**config.mk**
```make
export PLATFORM = sky130hd
export DESIGN_NAME = pipe_hazard_ctrl
export DESIGN_NICKNAME = d
export VERILOG_FILES = /design/src/rtl/pipe_hazard_ctrl_pkg.sv /design/src/rtl/pipe_hazard_ctrl_ldu_detect.sv /design/src/rtl/pipe_hazard_ctrl.sv
export SDC_FILE = /design/constraint.sdc
export NUM_CORES = 1
export LEC_CHECK = 0
export CORE_MARGIN = 2
export CORE_UTILIZATION = 37
export CTS_BUF_LIST = sky130_fd_sc_hd__clkbuf_4 sky130_fd_sc_hd__clkbuf_8 sky130_fd_sc_hd__clkbuf_16
export DETAILED_ROUTE_END_ITERATION = 10
export HOLD_SLACK_MARGIN = 0.02
export PLACE_DENSITY = 0.85
export SETUP_SLACK_MARGIN = 0.05
export SYNTH_ARGS = -nofsm -noshare
export SYNTH_HDL_FRONTEND = slang
export SYNTH_SLANG_ARGS = --single-unit
```
**constraint.sdc**
```tcl
create_clock -name clk -period 2.6 [get_ports clk]
set_input_delay 0.78 -clock clk [delete_from_list [all_inputs] [get_ports clk]]
set_output_delay 0.78 -clock clk [all_outputs]
set_load 0.1 [all_outputs]
```
**src/rtl/pipe_hazard_ctrl_pkg.sv**
```systemverilog
// pipe_hazard_ctrl_pkg
// Shared definitions for the pipeline stall/flush sequencer: FSM state
// encoding and the default parameter values.
package pipe_hazard_ctrl_pkg;

  typedef enum logic [1:0] {
    RUN   = 2'd0,  // normal flow, combinational load-use / entry checks
    DIV   = 2'd1,  // divider owns E, pipeline behind it frozen
    DMEM  = 2'd2,  // waiting on data SRAM for the M access
    DRAIN = 2'd3   // after an exception, discarding in-flight fetches
  } hzState_e;

  localparam int DIV_CYCLES_DEF = 32;
  localparam int MAX_IFETCH_DEF = 2;

endpackage

```
**src/rtl/pipe_hazard_ctrl_ldu_detect.sv**
```systemverilog
// hazard_ldu_detect
// Combinational load-use compare: the load in E writes a register that the
// instruction in D reads. r0 is never a real dependency.
// Ports:
//   rsD, rtD    source registers of the instruction in D
//   writeregE   destination register of the instruction in E
//   mem_readE   E instruction is a load
//   regwriteE   E instruction writes the register file
//   hit         load-use dependency present
module hazard_ldu_detect (
  input  logic [4:0] rsD,
  input  logic [4:0] rtD,
  input  logic [4:0] writeregE,
  input  logic       mem_readE,
  input  logic       regwriteE,
  output logic       hit
);

  assign hit = mem_readE & regwriteE & (writeregE != 5'd0) &
               ((writeregE == rsD) | (writeregE == rtD));

endmodule

```
**src/rtl/pipe_hazard_ctrl.sv**
```systemverilog
// pipe_hazard_ctrl
// Central stall/flush sequencer for the F/D/E/M/W pipeline. Resolves
// exceptions, data-SRAM wait states, branch mispredicts detected in M,
// multi-cycle divides and load-use hazards. Stall/flush strobes are
// combinational from the registered state plus the current inputs.
// Ports:
//   clk, rst                      clock, synchronous active-high reset
//   rsD, rtD, writeregE           register ids for load-use compare
//   mem_readE, regwriteE          E-stage load / register-write flags
//   div_startE                    a valid divide sits in E
//   mem_readM, mem_writeM         M-stage memory access flags
//   d_data_ok                     data SRAM completes the M access
//   d_req                         data request enable
//   i_req, i_data_ok              fetch issued / fetch data returned
//   exceptM                       exception or eret commits in M
//   branchM, pred_takeM,
//   actual_takeM                  branch resolution in M
//   stallX / flushX               per-stage stall and flush strobes
//   redirect_exc, redirect_br     PC-select strobes to fetch
//   div_busy                      divider occupied
module pipe_hazard_ctrl
  import pipe_hazard_ctrl_pkg::*;
#(
  parameter int DIV_CYCLES = DIV_CYCLES_DEF,
  parameter int MAX_IFETCH = MAX_IFETCH_DEF
) (
  input  logic       clk,
  input  logic       rst,
  input  logic [4:0] rsD,
  input  logic [4:0] rtD,
  input  logic [4:0] writeregE,
  input  logic       mem_readE,
  input  logic       regwriteE,
  input  logic       div_startE,
  input  logic       mem_readM,
  input  logic       mem_writeM,
  input  logic       d_data_ok,
  output logic       d_req,
  input  logic       i_req,
  input  logic       i_data_ok,
  input  logic       exceptM,
  input  logic       branchM,
  input  logic       pred_takeM,
  input  logic       actual_takeM,
  output logic       stallF,
  output logic       stallD,
  output logic       stallE,
  output logic       stallM,
  output logic       stallW,
  output logic       flushF,
  output logic       flushD,
  output logic       flushE,
  output logic       flushM,
  output logic       flushW,
  output logic       redirect_exc,
  output logic       redirect_br,
  output logic       div_busy
);

  localparam int IFW = $clog2(MAX_IFETCH + 1);
  localparam logic [IFW-1:0] IF_MAX   = IFW'(MAX_IFETCH);
  localparam logic [5:0]     DIV_LAST = 6'(DIV_CYCLES - 1);

  hzState_e       state;
  logic [5:0]     divCnt;
  logic [IFW-1:0] ifCnt, ifCntNext;
  logic           mispPend;

  logic lduHit;
  logic memAcc, dmemWait, runLike, mispNow, mispAct;
  logic divLast, divEnter, divStall, lduStall, drain;
  logic sF, sD, sE, sM, fF, fD, fE, fM, fW;

  hazard_ldu_detect uLdu (
    .rsD       (rsD),
    .rtD       (rtD),
    .writeregE (writeregE),
    .mem_readE (mem_readE),
    .regwriteE (regwriteE),
    .hit       (lduHit)
  );

  // Outstanding-fetch counter, saturating at both ends; simultaneous
  // issue and return cancel out.
  always_comb begin
    ifCntNext = ifCnt;
    if (i_req && !i_data_ok && ifCnt != IF_MAX)
      ifCntNext = ifCnt + IFW'(1);
    else if (!i_req && i_data_ok && ifCnt != '0)
      ifCntNext = ifCnt - IFW'(1);
  end

  always_comb begin
    memAcc   = mem_readM | mem_writeM;
    // M waits on the SRAM: new request missing its ack in RUN, or still
    // unacknowledged in DMEM. An exception pre-empts the wait.
    dmemWait = ~exceptM & ~d_data_ok &
               ((state == RUN & memAcc) | (state == DMEM));
    // The DMEM release cycle lets E/D advance exactly like RUN, so a divide
    // or load-use parked behind the wait is picked up there rather than
    // slipping through unstalled.
    runLike  = ~exceptM & ((state == RUN) | (state == DMEM & d_data_ok));
    mispNow  = branchM & (pred_takeM ^ actual_takeM);
    // A mispredict only redirects once M is moving; until then it is held.
    mispAct  = ~exceptM & ~dmemWait & (mispNow | mispPend);
    divLast  = (state == DIV) & (divCnt == DIV_LAST);
    divEnter = runLike & ~dmemWait & div_startE;
    divStall = ~exceptM & (divEnter | (state == DIV & ~divLast));
    lduStall = runLike & ~dmemWait & ~divEnter & ~mispAct & lduHit;
    drain    = ~exceptM & (state == DRAIN);

    fF = mispAct;
    fD = exceptM | mispAct | drain;
    fE = exceptM | lduStall;
    fM = exceptM | divStall;
    fW = exceptM | dmemWait;

    sF = dmemWait | divStall | lduStall | drain;
    sD = dmemWait | divStall | lduStall;
    sE = dmemWait | divStall;
    sM = dmemWait;
  end

  // A flush overrides a stall on the same stage.
  assign stallF       = ~rst & sF & ~fF;
  assign stallD       = ~rst & sD & ~fD;
  assign stallE       = ~rst & sE & ~fE;
  assign stallM       = ~rst & sM & ~fM;
  assign stallW       = 1'b0;
  assign flushF       = ~rst & fF;
  assign flushD       = ~rst & fD;
  assign flushE       = ~rst & fE;
  assign flushM       = ~rst & fM;
  assign flushW       = ~rst & fW;
  assign redirect_exc = ~rst & exceptM;
  assign redirect_br  = ~rst & mispAct;
  assign div_busy     = ~rst & divStall;
  assign d_req        = ~rst & memAcc & ~exceptM & ~fM;

  always_ff @(posedge clk) begin
    if (rst) begin
      state    <= RUN;
      divCnt   <= '0;
      ifCnt    <= '0;
      mispPend <= 1'b0;
    end else begin
      ifCnt    <= ifCntNext;
      mispPend <= ~exceptM & dmemWait & (mispNow | mispPend);
      if (exceptM) begin
        divCnt <= '0;
        state  <= (ifCntNext != '0) ? DRAIN : RUN;
      end else begin
        unique case (state)
          RUN, DMEM: begin
            if (dmemWait) begin
              state <= DMEM;
            end else if (divEnter) begin
              state  <= DIV;
              divCnt <= '0;
            end else begin
              state <= RUN;
            end
          end
          DIV: begin
            if (divLast) begin
              state  <= RUN;
              divCnt <= '0;
            end else begin
              divCnt <= divCnt + 6'd1;
            end
          end
          DRAIN: begin
            if (ifCntNext == '0) state <= RUN;
          end
        endcase
      end
    end
  end

endmodule
```
==> Word-level counts from Yosys, hierarchy flattened <==
Cells that the tools add are included.
{ "totals": {"regBits": 11, "output_inout_bits": 14} }
{ "classes": {"addsub": 3, "eq_ne": 11, "mux": 13, "bitwise": 65, "n_reduce_logical": 16} }
{ "ops": {"columns": ["cell", "count"], "rows": [
  ["$and A1 B1 Y1", 40],
  ["$mux W6", 3],
  ["$mux W2", 7],
  ["$or A1 B1 Y1", 14],
  ["$pmux W6 S2", 1],
  ["$eq A5 B5 Y1", 2],
  ["$not A1 Y1", 10],
  ["$add A6 B1 Y6 const B", 1],
  ["$eq A6 B5 Y1 const B", 1],
  ["$ne A2 B2 Y1 const B", 3],
  ["$pmux W2 S3", 1],
  ["$reduce_bool A2 Y1", 3],
  ["$reduce_bool A5 Y1", 1],
  ["$eq A2 B2 Y1 const B", 2],
  ["$logic_and A1 B1 Y1", 4],
  ["$logic_not A2 Y1", 2],
  ["$reduce_or A2 Y1", 2],
  ["$ne A3 B2 Y1 const B", 1],
  ["$ne A3 B3 Y1 const B", 1],
  ["$reduce_and A3 Y1", 1],
  ["$add A2 B1 Y2 const B", 1],
  ["$eq A2 B1 Y1 const B", 1],
  ["$logic_not A1 Y1", 2],
  ["$reduce_and A2 Y1", 1],
  ["3 further kinds", 3]
]} }

==> Longest topological paths before layout <==
{ "depth": {"word_depth": 15, "mapped_depth": 7} }

==> Cells and area by module <==
A second synthesis with hierarchy kept.
{ "hier_totals": {"hier_cells": 130, "hier_area_um2": 1007.2} }
{ "modules_own_cells": {"columns": ["mod", "instances", "cells_each", "area_per_inst_um2", "seq_area_each_um2"], "rows": [
  ["pipe_hazard_ctrl", 1, 113, 874.6, 220.2],
  ["hazard_ldu_detect", 1, 17, 132.6, 0.0]
]} }

==> Least setup slack after synthesis <==
Ideal clock, no wire load.
{ "synth_path": {"path_type": "input-to-output", "from": "in exceptM", "to": "out stallF", "t_arrival_ns": 3.784, "required_ns": 1.820, "setup_slack_ns": -1.964, "stages": 6, "path_buffers": 1, "path_cell_list": "buf_6 > nor2_1 > nand4b_1 > nor3_4 > a32oi_1 > a221oi_1"} }
{ "synth_between": {"elab_chain_cells": 14, "elab_cells_between_ends": 22, "cone_classes": "bitwise: 22"} }
{ "synth_lines": {"columns": ["item", "line_no", "source"], "rows": [
  ["from (decl)", "pipe_hazard_ctrl.sv:41", "input logic exceptM,"],
  ["$not A1 Y1 (*)", null, null],
  ["$and A1 B1 Y1 (2 in a row)", "pipe_hazard_ctrl.sv:97", "dmemWait = ~exceptM & ~d_data_ok &"],
  ["$not A1 Y1", "pipe_hazard_ctrl.sv:105, pipe_hazard_ctrl.sv:107, pipe_hazard_ctrl.sv:109", null],
  ["$and A1 B1 Y1", "pipe_hazard_ctrl.sv:107, pipe_hazard_ctrl.sv:109", null],
  ["$and A1 B1 Y1", "pipe_hazard_ctrl.sv:107", "divEnter = runLike & ~dmemWait & div_startE;"],
  ["$not A1 Y1", "pipe_hazard_ctrl.sv:109", "lduStall = runLike & ~dmemWait & ~divEnter & ~mispAct & lduHit;"],
  ["$and A1 B1 Y1 (3 in a row)", "pipe_hazard_ctrl.sv:109", null],
  ["$or A1 B1 Y1 (2 in a row)", "pipe_hazard_ctrl.sv:118", "sF = dmemWait | divStall | lduStall | drain;"],
  ["$and A1 B1 Y1", "pipe_hazard_ctrl.sv:125", "assign stallF = ~rst & sF & ~fF;"],
  ["$and A1 B1 Y1 (*)", "pipe_hazard_ctrl.sv:125", null],
  ["to (decl)", "pipe_hazard_ctrl.sv:45", "output logic stallF,"]
]} }
Every way passes the cells marked *; elsewhere a longest branch is shown, timed or not.

==> Final worst setup path <==
{ "layout_path": {"from": "in rsD[2]", "to": "out stallF"} }
{ "layout_between": {"elab_chain_cells": 8} }
{ "layout_lines": {"columns": ["item", "line_no", "source"], "rows": [
  ["from (decl)", "pipe_hazard_ctrl.sv:29", "input logic [4:0] rsD,"],
  ["$eq A5 B5 Y1", "pipe_hazard_ctrl_ldu_detect.sv:20", "((writeregE == rsD) | (writeregE == rtD));"],
  ["$or A1 B1 Y1", "pipe_hazard_ctrl_ldu_detect.sv:20", null],
  ["$and A1 B1 Y1", "pipe_hazard_ctrl_ldu_detect.sv:19", "assign hit = mem_readE & regwriteE & (writeregE != 5'd0) &"],
  ["$and A1 B1 Y1", "pipe_hazard_ctrl.sv:109", null],
  ["$or A1 B1 Y1 (2 in a row)", "pipe_hazard_ctrl.sv:118", null],
  ["$and A1 B1 Y1 (2 in a row)", "pipe_hazard_ctrl.sv:125", null]
]} }
No other way between the ends.

==> out/results.txt <==
Port buffering added 41 buffers. The share of synthesized cell area in and, or, nand and nor gates is 0.263. TritonCTS built the clock tree.

The area growth from synthesis to layout is 102%. Width of the die: 55.1 µm. On the final layout, the worst clock skew is 0.00236 ns. In the synthesized netlist, the cells that appear most often are sky130_fd_sc_hd__nor2_1 (22), sky130_fd_sc_hd__dfxtp_1 (11), sky130_fd_sc_hd__xnor2_1 (11).

The tools report the starting density of the core as 0.390. After synthesis the cells add up to 967 µm². The TritonCTS buffer count came out at 3. After layout, the minimum clock period comes to 2.98 ns.

Setup violations remaining at the end of the flow were counted as 10. The number of flops mapped to enable cells by yosys came out at 0. The maximum number of pins on one net before global-route repair was 9.

The run finished, with violations left. The number of global-route vias before repair is 1308. 0 antenna diodes ended up in the layout. The Yosys step of the flow raised 0 warnings. For this run, the post-layout net count is 229.

Counting every sink on the clock net gives 11. The HPWL after detailed placement is 2.78 mm. By area, the combinational part of the netlist is dominated by simple AND/OR/NAND/NOR gates. Summed over all instances, the cell type with the most area after synthesis is sky130_fd_sc_hd__dfxtp_1.

The netlist uses 47 different library cells. Ranked by total cell area, the synthesized netlist is headed by sky130_fd_sc_hd__dfxtp_1 (23%), sky130_fd_sc_hd__xnor2_1 (10%), sky130_fd_sc_hd__nor2_1 (8.5%). The share of layout cells above drive strength 1 is 0.561.

STA classifies the critical path endpoint as an output port. Of all nets on the critical path, the largest fanout is 2. The synthesized area per cell was 7.93 µm²; the final worst-path cycle share was 1.15.

The worst setup path is launched from a primary input. The tools report the start of the worst register-to-register path as ifCnt[1]. Detailed routing inserted a total of 1219 vias.

The run gives 0.270 as the overall global routing resource usage. The critical path in this run is classified as in -> out. The area of the core is 0.00248 mm², and the synthesized-area fraction occupied by xor and xnor cells is 0.145.

The die covers 0.00304 mm². Across the run, the number of max-cap violations was 0. In this run the vertical extent of the chip is 55.1 µm.

The adder-cell share of the synthesized area is 0.0388, and the number of cells produced by synthesis is 122. Number of endpoints with negative hold slack in the final report: 0. Class of the tightest hold or removal check: reg -> reg. The arrival time of data at the critical path endpoint came out at 2.20 ns. The first global-routing pass estimated 5.84 mm of wire. The final layout contains routed wiring with a total length of 3.85 mm.

The finished cells cover 0.00195 mm². For the worst setup path, the data required time is 1.82 ns. Hold is met by 0.548 ns. After detailed routing, the number of vias per cell comes to 5.39.

The origin of the worst setup path is rsD[2]. The run gives 0.228 as the register area share after synthesis. The final worst slack is -0.379 ns. The cell sitting at the root of the clock tree is a sky130_fd_sc_hd__clkbuf_4. The complex-gate fraction of the synthesized area came out at 0.254.

The final reports fail on setup timing. No sink is reached through more buffers than the 2 on the longest clock path. In this run the most critical hold path is launched from divCnt[4]. The final count of pins violating max slew is 0, and the maximum clock rate is 336 MHz. The top-area cell type share of the netlist area is 0.228, and the multiplexer area fraction after synthesis is 0.0103.

The leakage power was 0.811 nW; the initial antenna violation count was 0. For the number of antenna-violating nets in the routed design, the log shows 0. The tools report the count of H-tree levels built during CTS as 1. Counting flops and latches in the post-synthesis netlist gives 11.

Row generation in the floorplan step produced 18 rows. The clock-pin transition on the worst setup and hold timing paths is 0.07 ns, and the number of top-level pins is 43. The length of the first detailed-routing pass in iterations is 5. Routability-driven placement finished with a final weighted congestion of 0.832. The average wire per cell in the routed design is 17.0 µm. Clock latency on the worst-skew pair, taken at its later pin, is 0.26 ns.

The most used flip-flop cell after synthesis is sky130_fd_sc_hd__dfxtp_1. The summed negative setup slack over all endpoints is -2.32 ns, and the total power draw is 825 µW. Power spread over the standard cell area amounts to 423 mW/mm². Among all cell types in the netlist, the one instantiated most often is sky130_fd_sc_hd__nor2_1.

The worst-case IR drop observed on VDD is 562 µV. In the routed design, unresolved DRC markers number 0. The cell area reported after detailed placement was 0.00178 mm²; the share of synthesized registers carrying an async set or reset was 0. The total nets after synthesis was 154. Global routing finished with a remaining overflow of 0.

Setup repair after global routing could not meet its margin everywhere. In this run, the number of DRC markers left after iteration 0 of detailed routing was 29.
==> layer usage <==
metal | track usage | routed length, µm
met4 | 0.110 | 128
met2 | 0.544 | 2260
met1 | 0.264 | 1320
met3 | 0.0511 | 131
met5 | 0 | 0
==> state kept, by name, indices dropped and copies added (netlist names) <==
| name | count |
|---|---|
| state | 2 |
| divCnt | 6 |
| ifCnt | 2 |
| mispPend | 1 |
==> critical path, stage by stage <==
cell,delay (ns)
sky130_fd_sc_hd__buf_2,0.13
sky130_fd_sc_hd__xnor2_2,0.19
sky130_fd_sc_hd__nand3_1,0.11
sky130_fd_sc_hd__o22ai_2,0.21
sky130_fd_sc_hd__buf_4,0.15
sky130_fd_sc_hd__a32oi_2,0.06
sky130_fd_sc_hd__a221oi_4,0.35
sky130_fd_sc_hd__buf_12,0.21
==> report_power, final <==
part | switching, mW | internal (mW) | leakage, nW | total, mW
Sequential | 0.0168 | 0.181 | 0.0902 | 0.197
Combinational | 0.284 | 0.214 | 0.703 | 0.497
Clock | 0.0604 | 0.0697 | 0.0184 | 0.130
Total | 0.361 | 0.464 | 0.811 | 0.825
==> cell families after synthesis <==
logic type                 count (synthesis)
AOI/OAI and AO/OA                         33
xor gates and xnor gates                  16
adders and majority gates                  3
buffers and inverters                      9
DFF                                       11
muxes                                      1
other                                      1
and+or+nand+nor                           48
==> repair_timing <==
action,CTS,global route
hold buffers,0,0
setup buffers,10,2
setup endpoints to repair,13,12
resized for setup,106,15
pin swaps,38,10
==> cells in the final DEF, fill, tap and decap left out, types with 4 or more instances in the layout <==
cell type	instances
sky130_fd_sc_hd__xnor2_1	7
sky130_fd_sc_hd__clkbuf_4	4
sky130_fd_sc_hd__nand2_1	4
sky130_fd_sc_hd__dfxtp_1	10
sky130_fd_sc_hd__xnor2_2	4
sky130_fd_sc_hd__buf_2	12
sky130_fd_sc_hd__nor2_4	10
sky130_fd_sc_hd__dlygate4sd2_1	4
sky130_fd_sc_hd__buf_4	30
sky130_fd_sc_hd__xor2_1	5
sky130_fd_sc_hd__buf_6	8
sky130_fd_sc_hd__nor2_1	11
sky130_fd_sc_hd__buf_12	13
==> area by class of cell <==
class | instances | area (µm²)
clock buffer | 4 | 30.0
tap | 30 | 37.5
inverter | 4 | 15.0
multi-input combinational | 102 | 902
fill | 171 | 526
timing repair buffer | 75 | 746
sequential | 11 | 221
==> path summary, 6_finish.rpt <==
check / slack (ns) / cells after the start / end
min reg2reg: 0.55 / 2 / divCnt[4]
max reg2reg: 0.66 / 6 / state[0]
min: 0.55 / 2 / divCnt[4]
max: -0.38 / 8 / stallF
==> per-stage QoR <==
step / std cells / worst slack (ns) / utilization
finish: 226 / -0.379 / 0.788
global placement: 213 / -0.779 / 0.720
floorplan: 122 / -0.767 / -
CTS: 225 / -0.353 / 0.774
global route: 226 / -0.408 / 0.788
detailed placement: 213 / -0.811 / 0.720
(Power assumes the default switching activity.)
